### src/rtl/kb_pkg.sv
// Shared constants, prefix-state enum and scan-code translation
// for the PS/2 set-2 ASCII decoder.
package kb_pkg;

    localparam logic [7:0] SC_BREAK       = 8'hF0;
    localparam logic [7:0] SC_EXT         = 8'hE0;
    localparam logic [7:0] SC_LSHIFT      = 8'h12;
    localparam logic [7:0] SC_RSHIFT      = 8'h59;
    localparam logic [7:0] SC_CAPS        = 8'h58;
    localparam logic [7:0] ASCII_UNMAPPED = 8'h2A;

    typedef enum logic [1:0] {
        S_MAKE,
        S_BRK,
        S_EXT,
        S_EXT_BRK
    } kb_state_e;

    typedef struct packed {
        logic       hit;
        logic [7:0] ch;
    } xlat_t;

    function automatic xlat_t scan2ascii(
        input logic [7:0] code,
        input logic       ext,
        input logic       upper_letters,
        input logic       shifted
    );
        xlat_t      r;
        logic [7:0] ltr;
        r.hit = 1'b1;
        r.ch  = 8'h00;
        ltr   = 8'h00;
        if (ext) begin
            case (code)
                8'h5A:   r.ch = 8'h0D;
                8'h75:   r.ch = 8'h38;
                8'h72:   r.ch = 8'h32;
                8'h74:   r.ch = 8'h36;
                8'h6B:   r.ch = 8'h34;
                default: r.hit = 1'b0;
            endcase
        end else begin
            case (code)
                8'h1C: ltr = 8'h41;
                8'h32: ltr = 8'h42;
                8'h21: ltr = 8'h43;
                8'h23: ltr = 8'h44;
                8'h24: ltr = 8'h45;
                8'h2B: ltr = 8'h46;
                8'h34: ltr = 8'h47;
                8'h33: ltr = 8'h48;
                8'h43: ltr = 8'h49;
                8'h3B: ltr = 8'h4A;
                8'h42: ltr = 8'h4B;
                8'h4B: ltr = 8'h4C;
                8'h3A: ltr = 8'h4D;
                8'h31: ltr = 8'h4E;
                8'h44: ltr = 8'h4F;
                8'h4D: ltr = 8'h50;
                8'h15: ltr = 8'h51;
                8'h2D: ltr = 8'h52;
                8'h1B: ltr = 8'h53;
                8'h2C: ltr = 8'h54;
                8'h3C: ltr = 8'h55;
                8'h2A: ltr = 8'h56;
                8'h1D: ltr = 8'h57;
                8'h22: ltr = 8'h58;
                8'h35: ltr = 8'h59;
                8'h1A: ltr = 8'h5A;
                8'h16: r.ch = shifted ? 8'h21 : 8'h31;
                8'h1E: r.ch = shifted ? 8'h40 : 8'h32;
                8'h26: r.ch = shifted ? 8'h23 : 8'h33;
                8'h25: r.ch = shifted ? 8'h24 : 8'h34;
                8'h2E: r.ch = shifted ? 8'h25 : 8'h35;
                8'h36: r.ch = shifted ? 8'h5E : 8'h36;
                8'h3D: r.ch = shifted ? 8'h26 : 8'h37;
                8'h3E: r.ch = shifted ? 8'h2A : 8'h38;
                8'h46: r.ch = shifted ? 8'h28 : 8'h39;
                8'h45: r.ch = shifted ? 8'h29 : 8'h30;
                8'h0E: r.ch = shifted ? 8'h7E : 8'h60;
                8'h4E: r.ch = shifted ? 8'h5F : 8'h2D;
                8'h55: r.ch = shifted ? 8'h2B : 8'h3D;
                8'h54: r.ch = shifted ? 8'h7B : 8'h5B;
                8'h5B: r.ch = shifted ? 8'h7D : 8'h5D;
                8'h5D: r.ch = shifted ? 8'h7C : 8'h5C;
                8'h4C: r.ch = shifted ? 8'h3A : 8'h3B;
                8'h52: r.ch = shifted ? 8'h22 : 8'h27;
                8'h41: r.ch = shifted ? 8'h3C : 8'h2C;
                8'h49: r.ch = shifted ? 8'h3E : 8'h2E;
                8'h4A: r.ch = shifted ? 8'h3F : 8'h2F;
                8'h29: r.ch = 8'h20;
                8'h5A: r.ch = 8'h0D;
                8'h66: r.ch = 8'h08;
                8'h75: r.ch = 8'h38;
                8'h72: r.ch = 8'h32;
                8'h74: r.ch = 8'h36;
                8'h6B: r.ch = 8'h34;
                default: r.hit = 1'b0;
            endcase
            // Letters share one base table; case is applied afterwards
            if (ltr != 8'h00) begin
                r.ch = upper_letters ? ltr : ltr + 8'h20;
            end
        end
        return r;
    endfunction

endpackage

### src/rtl/kb_fifo.sv
// Show-ahead FIFO, 8-bit wide, 2**ADDR_W entries.
// Full accepts a push when a pop happens in the same cycle.
module kb_fifo #(
    parameter int ADDR_W = 2
) (
    input  logic       clk,
    input  logic       reset,
    input  logic       wr_en,
    input  logic [7:0] wr_data,
    input  logic       rd_en,
    output logic [7:0] rd_data,
    output logic       empty,
    output logic       full
);

    localparam int DEPTH = 1 << ADDR_W;

    logic [ADDR_W:0] wptr_q, wptr_d;
    logic [ADDR_W:0] rptr_q, rptr_d;
    logic [7:0]      mem_q [DEPTH];
    logic [7:0]      mem_d [DEPTH];
    logic            rd_ok, wr_ok;

    assign empty = (wptr_q == rptr_q);
    assign full  = (wptr_q[ADDR_W] != rptr_q[ADDR_W])
                && (wptr_q[ADDR_W-1:0] == rptr_q[ADDR_W-1:0]);
    assign rd_ok = rd_en && !empty;
    assign wr_ok = wr_en && (!full || rd_ok);
    assign rd_data = empty ? 8'h00 : mem_q[rptr_q[ADDR_W-1:0]];

    always_comb begin
        mem_d  = mem_q;
        wptr_d = wptr_q;
        rptr_d = rptr_q;
        if (wr_ok) begin
            mem_d[wptr_q[ADDR_W-1:0]] = wr_data;
            wptr_d = wptr_q + 1'b1;
        end
        if (rd_ok) begin
            rptr_d = rptr_q + 1'b1;
        end
    end

    always_ff @(posedge clk) begin
        if (reset) begin
            wptr_q <= '0;
            rptr_q <= '0;
        end else begin
            wptr_q <= wptr_d;
            rptr_q <= rptr_d;
        end
    end

    always_ff @(posedge clk) begin
        mem_q <= mem_d;
    end

endmodule

### src/rtl/kb_ascii_decoder.sv
// PS/2 set-2 scan-code to ASCII decoder: prefix FSM, modifier
// tracking and overflow flag in front of a show-ahead FIFO.
module kb_ascii_decoder
    import kb_pkg::*;
#(
    parameter int ADDR_W        = 2,
    parameter bit LOWERCASE_EN  = 1'b1,
    parameter bit DROP_UNMAPPED = 1'b0
) (
    input  logic       clk,
    input  logic       reset,
    input  logic       rx_done_tick,
    input  logic [7:0] rx_data,
    input  logic       rd_en,
    output logic [7:0] ascii_out,
    output logic       empty,
    output logic       full,
    output logic       overflow,
    output logic       shift_active,
    output logic       caps_active
);

    kb_state_e  state_q, state_d;
    logic       lshift_q, lshift_d;
    logic       rshift_q, rshift_d;
    logic       caps_q, caps_d;
    logic       caps_held_q, caps_held_d;
    logic       ovf_q, ovf_d;
    logic       done, brk, ext, push, upper;
    logic       is_pfx;
    logic [7:0] push_data;
    xlat_t      xl;

    assign shift_active = lshift_q | rshift_q;
    assign caps_active  = caps_q;
    assign overflow     = ovf_q;
    assign is_pfx       = (rx_data == SC_EXT) || (rx_data == SC_BREAK);
    assign upper        = !LOWERCASE_EN || (shift_active ^ caps_q);
    assign xl = scan2ascii(rx_data, ext, upper, shift_active);

    always_comb begin
        state_d = state_q;
        done    = 1'b0;
        brk     = 1'b0;
        ext     = 1'b0;
        if (rx_done_tick) begin
            unique case (state_q)
                S_MAKE: begin
                    if (rx_data == SC_EXT)        state_d = S_EXT;
                    else if (rx_data == SC_BREAK) state_d = S_BRK;
                    else                          done = 1'b1;
                end
                S_EXT: begin
                    if (rx_data == SC_BREAK) begin
                        state_d = S_EXT_BRK;
                    end else if (rx_data != SC_EXT) begin
                        done    = 1'b1;
                        ext     = 1'b1;
                        state_d = S_MAKE;
                    end
                end
                S_BRK: begin
                    if (!is_pfx) begin
                        done    = 1'b1;
                        brk     = 1'b1;
                        state_d = S_MAKE;
                    end
                end
                S_EXT_BRK: begin
                    if (!is_pfx) begin
                        done    = 1'b1;
                        brk     = 1'b1;
                        ext     = 1'b1;
                        state_d = S_MAKE;
                    end
                end
            endcase
        end
    end

    always_comb begin
        lshift_d    = lshift_q;
        rshift_d    = rshift_q;
        caps_d      = caps_q;
        caps_held_d = caps_held_q;
        push        = 1'b0;
        push_data   = 8'h00;
        if (done) begin
            if (rx_data == SC_LSHIFT) begin
                lshift_d = !brk;
            end else if (rx_data == SC_RSHIFT) begin
                rshift_d = !brk;
            end else if (rx_data == SC_CAPS) begin
                // Held-key latch stops typematic repeat from re-toggling
                if (brk) begin
                    caps_held_d = 1'b0;
                end else begin
                    if (!caps_held_q) caps_d = !caps_q;
                    caps_held_d = 1'b1;
                end
            end else if (!brk) begin
                if (xl.hit) begin
                    push      = 1'b1;
                    push_data = xl.ch;
                end else if (!ext && !DROP_UNMAPPED) begin
                    push      = 1'b1;
                    push_data = ASCII_UNMAPPED;
                end
            end
        end
        ovf_d = push && full && !rd_en;
    end

    always_ff @(posedge clk) begin
        if (reset) begin
            state_q     <= S_MAKE;
            lshift_q    <= 1'b0;
            rshift_q    <= 1'b0;
            caps_q      <= 1'b0;
            caps_held_q <= 1'b0;
            ovf_q       <= 1'b0;
        end else begin
            state_q     <= state_d;
            lshift_q    <= lshift_d;
            rshift_q    <= rshift_d;
            caps_q      <= caps_d;
            caps_held_q <= caps_held_d;
            ovf_q       <= ovf_d;
        end
    end

    kb_fifo #(
        .ADDR_W(ADDR_W)
    ) u_fifo (
        .clk    (clk),
        .reset  (reset),
        .wr_en  (push),
        .wr_data(push_data),
        .rd_en  (rd_en),
        .rd_data(ascii_out),
        .empty  (empty),
        .full   (full)
    );

endmodule

### config.mk
export PLATFORM = sky130hd
export DESIGN_NAME = kb_ascii_decoder
export DESIGN_NICKNAME = d
export VERILOG_FILES = /design/src/rtl/kb_pkg.sv /design/src/rtl/kb_fifo.sv /design/src/rtl/kb_ascii_decoder.sv
export SDC_FILE = /design/constraint.sdc
export NUM_CORES = 1
export LEC_CHECK = 0
export BUFFER_PORTS_ARGS = -buffer_cell sky130_fd_sc_hd__buf_2
export CAP_MARGIN = 20
export CORE_MARGIN = 5
export CORE_UTILIZATION = 60
export CTS_CLUSTER_SIZE = 12
export DETAILED_ROUTE_END_ITERATION = 10
export HOLD_SLACK_MARGIN = 0.03
export PLACE_DENSITY = 0.86
export SKIP_LAST_GASP = 1
export SLEW_MARGIN = 10
export SYNTH_ARGS = -nofsm -noshare
export SYNTH_HDL_FRONTEND = slang
export SYNTH_SLANG_ARGS = --single-unit
### constraint.sdc
create_clock -name clk -period 5.1 [get_ports clk]
set_input_delay 1.02 -clock clk [delete_from_list [all_inputs] [get_ports clk]]
set_output_delay 1.02 -clock clk [all_outputs]
set_load 0.01 [all_outputs]
Word-level counts from Yosys, hierarchy flattened

Cells that the tools add are included.

$add $sub $neg: 3
Multipliers: 0
Div/mod/pow operators: 0
Order comparisons: 3
Equal/unequal tests: 69
Shifts and indexed selects: 0
Mux-type cells: 69
Bitwise gates (word level): 8
Reduce and logical (&&, ||, !) cells: 23

Operators with widths:

| operator            | count |
|---|---|
| $eq 8x7->1 const B  | 25 |
| $pmux 7 s28         | 1 |
| $eq 8x6->1 const B  | 23 |
| $pmux 7 s26         | 1 |
| $mux 8              | 13 |
| $mux 5              | 13 |
| $eq 8x5->1 const B  | 8 |
| $reduce_or 54->1    | 1 |
| $bwmux 32           | 1 |
| $pmux 6 s5          | 1 |
| $mux 6              | 4 |
| $mux 7              | 3 |
| $mux 1              | 20 |
| $bmux 8 s2          | 1 |
| $demux 8 s2         | 1 |
| $eq 8x8->1 const B  | 2 |
| $mux 2              | 5 |
| $mux 9              | 1 |
| $add 8x6->8 const B | 1 |
| $eq 8x4->1 const B  | 1 |
| $ne 8x8->1 const B  | 1 |
| $reduce_and 4->1    | 2 |
| $reduce_bool 8->1   | 1 |
| $add 3x1->3 const B | 2 |
| other kinds (26)    | 43 |

Register bits after elaboration: 45
Latch bits: 0
Bits in writable memories: 0
Bits in read-only memories: 0
Output and inout port bits: 13
Logic and storage cells: 187
Memories kept: 0

Depth between registers and ports, before layout

Gate-level depths: netlist of run 1.

Depth after elaboration: 18
Mapped depth: 10
Gate-level depth less buffers: 8

By module

Synthesis of run 1 repeated with hierarchy kept, for this count alone.

Cells, all modules: 381
Area total of the unflattened synthesis: 3494.6 µm²

By module, submodules not included:

| module           | times used | cells an instance | area an instance (µm²) | seq. area each (µm²) |
|---|---|---|---|---|
| kb_ascii_decoder | 1          | 280               | 1836.8                 | 140.1 |
| kb_fifo          | 1          | 101               | 1657.8                 | 1081.0 |

Worst setup path before layout of run 1

No wires, ideal clock.

Kind: in2reg
Start: in rx_data[7]
End: reg u_fifo.mem_q[13] (netlist name), data pin
Data arrival time: 2.683 ns
Data required time: 4.820 ns
Slack: 2.137 ns
Stages: 9
Path through: buf_2 nand4bb_1 buf_2 nor2_1 a221oi_2 nand2_1 or4_4 a2111oi_4 o22ai_1

Cells in the longest elaborated chain, start to end: 14
Elaborated cells on any way between the ends: 93
Those cells by class: 1 x add/sub; 60 x eq/ne; 28 x mux; 4 x reduce/logical

Ends and longest elaborated chain:

| element                                  | line                    | source |
|---|---|---|
| start, declared                          | kb_ascii_decoder.sv:13  | `input logic [7:0] rx_data,` |
| $eq 8x5->1, or another cell as far along | kb_pkg.sv:45            | `case (code)` |
| $pmux 7 s26                              | kb_pkg.sv:45            |  |
| $mux 8                                   | kb_pkg.sv:35            | `if (ext) begin` |
| $add 8x6->8                              | kb_pkg.sv:104           | `r.ch = upper_letters ? ltr : ltr + 8'h20;` |
| $mux 8                                   | kb_pkg.sv:104           |  |
| $mux 8                                   | kb_pkg.sv:103           | `if (ltr != 8'h00) begin` |
| $mux 9                                   | kb_pkg.sv:35            |  |
| $mux 8                                   | kb_ascii_decoder.sv:102 | `if (xl.hit) begin` |
| $mux 8                                   | kb_ascii_decoder.sv:101 | `end else if (!brk) begin` |
| $mux 8                                   | kb_ascii_decoder.sv:93  | `end else if (rx_data == SC_CAPS) begin` |
| $mux 8                                   | kb_ascii_decoder.sv:91  | `end else if (rx_data == SC_RSHIFT) begin` |
| $mux 8                                   | kb_ascii_decoder.sv:89  | `if (rx_data == SC_LSHIFT) begin` |
| $mux 8 *                                 | kb_ascii_decoder.sv:88  | `if (done) begin` |
| net push_data[5]                         | kb_ascii_decoder.sv:31  | `logic [7:0] push_data;` |
| $bwmux 32 *                              | kb_fifo.sv:36           | `mem_d[wptr_q[ADDR_W-1:0]] = wr_data;` |
| end signal, assigned                     | kb_fifo.sv:55           | `mem_q <= mem_d;` |
| end, declared                            | kb_fifo.sv:20           | `logic [7:0] mem_q [DEPTH];` |

Mark *: on every way through the listed nets, which the timed path passes. The rest lies on a longest branch. The select of a mux whose other input is x is not followed.
A chain may end at the register's enable or synchronous reset.

Worst setup path after layout of run 1

Start: in rx_data[0]
End: reg u_fifo.mem_q[18] (netlist name), data pin

The elaborated chain is that of the path after synthesis.

==> results of run 1 <==
## routing by layer
layer | global-route usage (%) | vias up | routed length, um
met5 | 0 | - | 0
met3 | 5.54 | 46 | 1120
met4 | 9.66 | 0 | 342
met2 | 41.3 | 249 | 4280
li1 | - | 1361 | -
met1 | 37.5 | 1406 | 3710
## synthesized netlist by cell type, types with 4 or more instances
library cell               count
sky130_fd_sc_hd__o32ai_1       4
sky130_fd_sc_hd__buf_2        12
sky130_fd_sc_hd__nor4b_1       4
sky130_fd_sc_hd__dfxtp_1      13
sky130_fd_sc_hd__nand3_1      14
sky130_fd_sc_hd__clkbuf_1      5
sky130_fd_sc_hd__mux4_2        7
sky130_fd_sc_hd__nor4_1        4
sky130_fd_sc_hd__ha_1          5
sky130_fd_sc_hd__xnor2_1       7
sky130_fd_sc_hd__edfxtp_1     28
sky130_fd_sc_hd__buf_4         9
sky130_fd_sc_hd__a21oi_1      22
sky130_fd_sc_hd__nor3b_1       4
sky130_fd_sc_hd__nor2_1       39
sky130_fd_sc_hd__o211ai_1      5
sky130_fd_sc_hd__nand2_1      26
sky130_fd_sc_hd__nand2b_1      7
sky130_fd_sc_hd__inv_1         5
sky130_fd_sc_hd__and2_1        4
sky130_fd_sc_hd__o22ai_1       4
sky130_fd_sc_hd__nor3_1       12
sky130_fd_sc_hd__nor2b_1      12
sky130_fd_sc_hd__o21ai_0      26
sky130_fd_sc_hd__a22oi_1       4
## power breakdown
part           internal, uW  total, uW  leakage, uW  switching [uW]
Combinational          96.2        229     0.000797             133
Clock                   144        255    0.0000518             111
Sequential              374        399     0.000384            24.6
## worst max-delay path, cell delays in order
cell and delay (ns):
sky130_fd_sc_hd__buf_2 0.39, sky130_fd_sc_hd__nor4_1 0.15, sky130_fd_sc_hd__a41oi_1 0.50, sky130_fd_sc_hd__nand2_1 0.12
sky130_fd_sc_hd__a21oi_1 0.37, sky130_fd_sc_hd__nand2_1 0.28, sky130_fd_sc_hd__a221oi_1 0.54
## state kept, by name (all words and copies together) (netlist names)
name / flops
u_fifo.mem_q: 28
caps_held_q: 1
overflow: 1
u_fifo.rptr_q: 3
u_fifo.wptr_q: 3
caps_active: 1
state_q: 2
lshift_q: 1
rshift_q: 1
## worst max-delay path by stage
stage	from	end	slack [ns]	cells past startpoint
finish	rx_data[0]	u_fifo.mem_q[18]$_DFFE_PP_	1.76	7
global route	rx_data[0]	u_fifo.mem_q[18]$_DFFE_PP_	1.55	7
CTS	rx_data[0]	u_fifo.mem_q[18]$_DFFE_PP_	1.82	7
detailed placement	rx_data[0]	u_fifo.mem_q[18]$_DFFE_PP_	1.52	7
global placement	rx_data[0]	u_fifo.mem_q[18]$_DFFE_PP_	1.49	7
floorplan	rx_data[7]	u_fifo.mem_q[13]$_DFFE_PP_	2.14	9
## cells by family (layout without fill, tap and decap cells)
group | after synthesis | in the layout | synth area share, %
AOI/OAI and AO/OA | 95 | 95 | 21.0
xor gates and xnor gates | 10 | 10 | 2.73
adders and majority gates | 5 | 5 | 1.95
buffers and inverters | 34 | 44 | 5.53
DFF | 41 | 41 | 34.3
muxes | 10 | 10 | 5.84
other | 1 | 1 | 0.117
and+or+nand+nor | 158 | 158 | 28.6
## stage by stage
step                      util [%]  cell area (um^2)  hold slack, ns
after floorplan                  -              3210           0.455
after global placement        64.4              3310           0.468
after detailed placement      64.4              3310           0.484
after CTS                     66.5              3420           0.501
after global routing          66.5              3420           0.538
final                         66.5              3420           0.495
## layout make-up
class,count,area share (%)
timing repair buffer,29,4.68
tap,70,2.56
sequential,41,32.2
clock buffer,5,2.01
multi-input combinational,279,56.6
clock inverter,3,1.21
inverter,7,0.768
==> results.md, run 1 <==
| Parameter | Reported | Unit |
| --- | --- | --- |
| Clock tree sinks | 41 | - |
| Count of final setup violators | 0 | - |
| Maxcap violations | 0 | - |
| Tightest Pin Transition | 0.679 | ns |
| Leakage dissipation | 0.00123 | uW |
| Fraction of final layout cells sized beyond drive strength 1 | 17.0 | % |
| Total number of H-tree levels | 2 | - |
| Latest clock arrival within the worst-skew pair | 0.30 | ns |
| Maximum number of pins on one net before global-route repair | 30 | - |
| Sequential cell area | 1100 | um^2 |
| Final WS setup | 1.76 | ns |
| Number of CTS-inserted buffers | 5 | - |
| Area share of the largest cell type after synthesis | 26.2 | % |
| Avg Cell Area, Syn | 9.08 | um^2 |
| Worst vdd ir | 0.287 | mV |
| Startpoint types | input pin | - |
| Final worst path period need | 3.34 | ns |
| Setup Buffers After CTS | 0 | - |
| Fraction of the cycle the final worst path needs | 65.5 | % |
| Result of the run | finished clean | - |
| Most common cell after layout, fill and taps aside | sky130_fd_sc_hd__nor2_1 | - |
| Sum of routed wire length over all layers | 9450 | um |
| Post-synth top flop | sky130_fd_sc_hd__edfxtp_1 | - |
| Number of warnings printed during yosys synthesis | 0 | - |
| Count of unique library cells instantiated by Yosys | 73 | - |
| Sink of the worst hold path | lshift_q$_SDFFE_PP0P_ | - |
| Combined area of the multi-input logic cells | 1930 | um^2 |
| Max Fanout on Critical Path | 29 | - |
| Endpoint of the most critical register-to-register path | u_fifo.mem_q[9]$_DFFE_PP_ | - |
| Die Area | 6920 | um^2 |
| Detailed-placement wirelength estimate | 6920 | um |
| DRC violations left | 0 | - |
| Register-to-Register Path Depth | 5 | - |
| Global routing usage summed across all routing layers | 26.9 | % |
| Most frequent cells in the layout | sky130_fd_sc_hd__nor2_1 (39), sky130_fd_sc_hd__edfxtp_1 (28), sky130_fd_sc_hd__nand2_1 (26), sky130_fd_sc_hd__o21ai_0 (26), sky130_fd_sc_hd__buf_2 (23) | - |
| Gate count after technology mapping | 354 | - |
| Worst EP required | 5.13 | ns |
| Kind of capture point of the worst setup path | flip-flop | - |
| Worst hold-check path type | reg -> reg | - |
| Max Fclk | 0.299 | GHz |
| Quantity of hold-fixing buffers added after cts | 0 | - |
| I/O Buffers | 23 | - |
| Number of antenna violations at the first check in global routing | 0 | - |
| Iter 0 DRT Violations | 511 | - |
| CTS tree | yes | - |
| Most area-consuming cells after synthesis | sky130_fd_sc_hd__edfxtp_1 (26%), sky130_fd_sc_hd__dfxtp_1 (8.1%), sky130_fd_sc_hd__mux4_2 (4.9%) | - |
| Vias post-DR | 3,062 | - |
| Number of enable flip-flop cells after synthesis | 28 | - |
| Final layout net count | 380 | - |
| Clock tree buffer depth | 2 | - |
| Initial DRT Pass Iterations | 5 | - |
| Count of final hold-check violations | 0 | - |
| Start point of the worst min-delay path | lshift_q$_SDFFE_PP0P_ | - |
| Total nets after synthesis | 371 | - |
| Layout overhead on the synthesized area | 6.43 | % |
| Via count of the first global-routing pass | 2,818 | - |
| Rel. slew slack | 54.7 | % |
| Source of the worst register-to-register timing path | u_fifo.rptr_q[0]$_SDFFE_PP0P_ | - |
| Biggest area consumer among synthesized cells | sky130_fd_sc_hd__edfxtp_1 | - |
| Clk pin slew, worst setup/hold paths | 0.08 | ns |
| Sequential fraction of the synthesis area | 34.3 | % |
| Cell Rows | 26 | - |
| Final antenna diode count | 0 | - |
| Post-route ant nets | 0 | - |
| Worst Path Arrival | 3.37 | ns |
| Die height | 83.2 | um |
| FFs w/ async S/R, synth | 0 | % |
| Avg Vias per Cell | 7.06 | - |
| Master cell of the clock root buffer | sky130_fd_sc_hd__clkbuf_8 | - |
| Number of top-level design ports | 25 | - |
| Post-layout power | 882 | uW |
| Total placed cells including tap cells | 426 | - |
| Hold path cells | 2 | - |
| Post-synthesis register bit count | 41 | - |
| Number of standard cells in the final layout excluding fillers | 434 | - |
| Final number of max-transition violations | 0 | - |
| WS Path Type | in -> reg | - |
| Setup repair after global routing missed its margin | false | - |
| Final total negative setup slack | 0 | ns |
| Final GP Congestion | 1.04 | - |
| Clk_skew | 0.0136 | ns |
| Quantity of gates resized following cts | 0 | - |
| Setup slack of the worst register-to-register path | 2.83 | ns |
| Routed wire length per instance | 21.8 | um |
| Layout filler cell count | 440 | - |
| Width of the die | 83.2 | um |
| Wire length of the first global-routing pass | 14,900 | um |
| Synthesized area | 3210 | um^2 |
| Core area | 5140 | um^2 |
| Power per standard cell area | 258 | nW/um^2 |
| Initial standard-cell utilization of the core | 62.5 | % |
| Total congestion overflow | 0 | - |
| Worst setup slack after placement | 1.52 | ns |
Power figures use the tool's default switching activity.
==> run 2: changes to the inputs <==
Settings changed: ABC_AREA from default to 1, CORE_UTILIZATION 60 to 55, PLACE_DENSITY 0.86 to 0.83.
Clock period 5.1 ns to 2.8 ns, I/O delays scaled along.
==> run 2 against run 1 <==
- worst setup slack lost 1.4 ns
- sequential power grew 81%
- first-iteration DRC count shrank 56%
- clock power grew 50%
- clock skew shrank 0.0095 ns
- sequential cell count is the same
- critical path depth grew 8
- synthesized cell count grew 38%
==> results.md, run 2 <==
| Parameter | Reported | Unit | vs previous |
| --- | --- | --- | --- |
| Startpoint types | input pin | - |  |
| Leakage dissipation | 0.00182 | uW | +48% |
| Fraction of the mapped netlist area in compound gates | 10.4 | % | -11 points |
| Total number of H-tree levels | 2 | - | unchanged |
| Wire length of the first global-routing pass | 15,000 | um | +0.38% |
| Power per standard cell area | 446 | nW/um^2 | +73% |
| Final total negative setup slack | 0 | ns | unchanged |
| Count of final setup violators | 0 | - | unchanged |
| List of most frequent post-synthesis cells | sky130_fd_sc_hd__nand2_1 (166), sky130_fd_sc_hd__nor2_1 (91), sky130_fd_sc_hd__inv_1 (38) | - |  |
| Worst EP required | 2.84 | ns | -2.29 ns |
| Final WS setup | 0.357 | ns | -1.40 ns |
| Die Area | 7320 | um^2 | +5.8% |
| Fraction of the cycle the final worst path needs | 87.2 | % |  |
| Post-route ant nets | 0 | - | unchanged |
| Worst setup slack after placement | 0.127 | ns | -1.39 ns |
| Maximum number of pins on one net before global-route repair | 18 | - | -40% |
| Maxcap violations | 0 | - | unchanged |
| Final number of max-transition violations | 0 | - | unchanged |
| CTS tree | yes | - |  |
| Number of top-level design ports | 25 | - | unchanged |
| Top-count cell post-synth | sky130_fd_sc_hd__nand2_1 | - |  |
| Clk pin slew, worst setup/hold paths | 0.07 | ns | about the same |
| Count of final hold-check violations | 0 | - | unchanged |
| Final antenna diode count | 0 | - | unchanged |
| FFs w/ async S/R, synth | 0 | % | unchanged |
| Biggest area consumer among synthesized cells | sky130_fd_sc_hd__edfxtp_1 | - |  |
| Cell Rows | 27 | - | +3.8% |
| Width of the die | 85.6 | um | +2.9% |
| Layout filler cell count | 496 | - | +13% |
| Fraction of synthesized cell area in xor and xnor cells | 1.12 | % | -1.6 points |
| Max Fanout on Critical Path | 6 | - | -79% |
| Portion of netlist area occupied by mux cells | 0 | % | -5.8 points |
| DRC violations left | 0 | - | unchanged |
| Gate count after technology mapping | 490 | - | +38% |
| Most area-consuming cells after synthesis | sky130_fd_sc_hd__edfxtp_1 (27%), sky130_fd_sc_hd__nand2_1 (20%), sky130_fd_sc_hd__nor2_1 (11%) | - |  |
| Number of antenna violations at the first check in global routing | 0 | - | unchanged |
| Core area | 5540 | um^2 | +7.8% |
| Sequential fraction of the synthesis area | 35.1 | % | +0.79 points |
| Post-synth top flop | sky130_fd_sc_hd__edfxtp_1 | - |  |
| Post-layout power | 1540 | uW | +75% |
| Top register by number of flip-flops | u_fifo.mem_q | - |  |
| Master cell of the clock root buffer | sky130_fd_sc_hd__clkbuf_8 | - |  |
| Most frequent cells in the layout | sky130_fd_sc_hd__nand2_1 (166), sky130_fd_sc_hd__nor2_1 (91), sky130_fd_sc_hd__inv_1 (38) | - |  |
| Worst hold-check path type | reg -> reg | - |  |
| Number of CTS-inserted buffers | 5 | - | unchanged |
| Register share of total power | 46.8 | % | +1.6 points |
| Quantity of gates resized following cts | 0 | - | unchanged |
| Final GP Congestion | 1.10 | - | +5.7% |
| Number of warnings printed during yosys synthesis | 0 | - | unchanged |
| Clk_skew | 0.00407 | ns | -0.00949 ns |
| Detailed-placement wirelength estimate | 7020 | um | +1.5% |
| Routed wire length per instance | 15.1 | um | -31% |
| Kind of capture point of the worst setup path | flip-flop | - |  |
| Iter 0 DRT Violations | 225 | - | -56% |
| Internal cell power | 1040 | uW | +70% |
| Clock tree buffer depth | 2 | - | unchanged |
| Fraction of final layout cells sized beyond drive strength 1 | 11.5 | % | -5.5 points |
| Share of total power consumed by net switching | 32.4 | % | +2.0 points |
| Net switching component of the power | 499 | uW | +86% |
| Area share of the largest cell type after synthesis | 26.8 | % | +0.60 points |
| Worst Path Arrival | 2.48 | ns | -0.89 ns |
| Most common cell after layout, fill and taps aside | sky130_fd_sc_hd__nand2_1 | - |  |
| Clk pwr share | 24.9 | % | -3.9 points |
| Rel. slew slack | 64.8 | % | +10 points |
| Sum of routed wire length over all layers | 8980 | um | -5.0% |
| Main combinational cell family by area after synthesis | simple AND/OR/NAND/NOR gates | - |  |
| Max Fclk | 0.409 | GHz |  |
| Registers with the most flip-flops | u_fifo.mem_q (28), u_fifo.rptr_q (3), u_fifo.wptr_q (3) | - |  |
| Initial standard-cell utilization of the core | 56.7 | % | -5.8 points |
| Setup Buffers After CTS | 0 | - | unchanged |
| Initial DRT Pass Iterations | 6 | - | +1 |
| Placed Area | 3370 | um^2 | +1.7% |
| Final worst path period need | 2.44 | ns |  |
| Adder and majority cell fraction of the synthesized area | 1.99 | % | +0.045 points |
| Max reg flops | 28 | - | unchanged |
| Avg Cell Area, Syn | 6.41 | um^2 | -29% |
| Combinational fraction of design power | 28.4 | % | +2.5 points |
| Tightest Pin Transition | 0.526 | ns | -0.153 ns |
| Global routing usage summed across all routing layers | 25.5 | % | -1.3 points |
| Basic-gate share of the synthesized area counting and, or, nand and nor cells | 44.4 | % | +16 points |
| Vias post-DR | 3,452 | - | +13% |
| Via count of the first global-routing pass | 3,292 | - | +17% |
| Post-synthesis register bit count | 41 | - | unchanged |
| Clock tree sinks | 41 | - | unchanged |
| Worst vdd ir | 0.370 | mV | +29% |
| I/O Buffers | 23 | - | unchanged |
| Setup repair after global routing missed its margin | false | - |  |
| Quantity of hold-fixing buffers added after cts | 0 | - | unchanged |
| Total nets after synthesis | 507 | - | +37% |
| Die height | 85.6 | um | +2.9% |
| Latest clock arrival within the worst-skew pair | 0.29 | ns | about the same |
| Layout Cell Area excl Fill | 3460 | um^2 | +1.1% |
| Result of the run | finished clean | - |  |
| Layout overhead on the synthesized area | 10.1 | % |  |
| Count of unique library cells instantiated by Yosys | 34 | - | -53% |
| WS Path Type | in -> reg | - |  |
| Final layout net count | 538 | - | +42% |
| Synthesized area | 3140 | um^2 | -2.3% |
| Avg Vias per Cell | 5.81 | - | -18% |
| Total congestion overflow | 0 | - | unchanged |
| Number of enable flip-flop cells after synthesis | 28 | - | unchanged |
run 2: cell types whose count changed in the layout (fill, tap and decap cells not counted), moves of 5 or more:
cell                       before  now
sky130_fd_sc_hd__nand3_1       14   26
sky130_fd_sc_hd__nand4_1        1   11
sky130_fd_sc_hd__nand2b_1       7    0
sky130_fd_sc_hd__inv_2          0    7
sky130_fd_sc_hd__nor2_2         0    5
sky130_fd_sc_hd__nor2_1        39   91
sky130_fd_sc_hd__nor2b_1       12    0
sky130_fd_sc_hd__mux4_2         7    0
sky130_fd_sc_hd__a21oi_1       22   14
sky130_fd_sc_hd__xnor2_1        7    1
sky130_fd_sc_hd__nand2_1       26  166
sky130_fd_sc_hd__inv_1          5   38
run 2: stage by stage:
step / instances / hold slack (ns) / util, %
finish: 594 / 0.476 / 62.4
detailed placement: 586 / 0.468 / 60.8
global route: 594 / 0.497 / 62.4
CTS: 594 / 0.478 / 62.4
global placement: 586 / 0.458 / 60.8
floorplan: 490 / 0.444 / -
run 2: area by class of cell:
cell class,count,area [um^2],area share [%]
Inverter,46,173,4.99
Sequential cell,41,1100,31.8
Clock buffer,8,90.1,2.61
Timing Repair Buffer,32,183,5.28
Tap cell,72,90.1,2.61
Multi-Input combinational cell,395,1820,52.7
run 2: cell families after synthesis:
group | count (synthesis)
compound gates | 59
buf+inv | 54
fa+ha+maj | 5
xor+xnor | 4
flops | 41
other cells | 1
simple gates | 326
run 2: power by group through the flow:
stage	clock network (uW)	registers [uW]	logic (uW)
final	383	722	437
after global routing	417	726	493
after CTS	390	722	438
after detailed placement	0	735	435
after global placement	0	733	422
after floorplan	0	729	289
run 2: worst max-delay path: stages:
cell and delay (ns):
sky130_fd_sc_hd__buf_2 0.13, sky130_fd_sc_hd__inv_2 0.07, sky130_fd_sc_hd__nand2_1 0.12, sky130_fd_sc_hd__nor2_1 0.44, sky130_fd_sc_hd__nand2_1 0.23, sky130_fd_sc_hd__nand2_1 0.14
sky130_fd_sc_hd__nor2_1 0.06, sky130_fd_sc_hd__nand2_1 0.07, sky130_fd_sc_hd__nor2_1 0.05, sky130_fd_sc_hd__nand3_1 0.08, sky130_fd_sc_hd__nor2_1 0.05, sky130_fd_sc_hd__nor2_1 0.22
sky130_fd_sc_hd__nand2_1 0.12, sky130_fd_sc_hd__nand2_1 0.07, sky130_fd_sc_hd__inv_1 0.06
run 2: metal layers:
layer  vias to the layer above  part of all wire, %  GRT usage (%)
met5                         -                    0              0
met4                         0                  5.5           16.0
met3                        48                  7.9           3.55
met2                       198                   49           45.8
met1                      1535                   37           28.2
li1                       1671                    -              -
run 2: path summary, 6_finish.rpt:
| check | slack [ns] | depth (start not counted) | endpoint | start |
|---|---|---|---|---|
| worst max-delay path | 0.36 | 15 | u_fifo.mem_q[17]$_DFFE_PP_ | rx_data[1] |
| worst min-delay path | 0.48 | 2 | rshift_q$_SDFFE_PP0P_ | rshift_q$_SDFFE_PP0P_ |
| worst max register to register | 0.61 | 10 | u_fifo.mem_q[17]$_DFFE_PP_ | u_fifo.rptr_q[1]$_SDFFE_PP0P_ |
| worst min register to register | 0.48 | 2 | rshift_q$_SDFFE_PP0P_ | rshift_q$_SDFFE_PP0P_ |
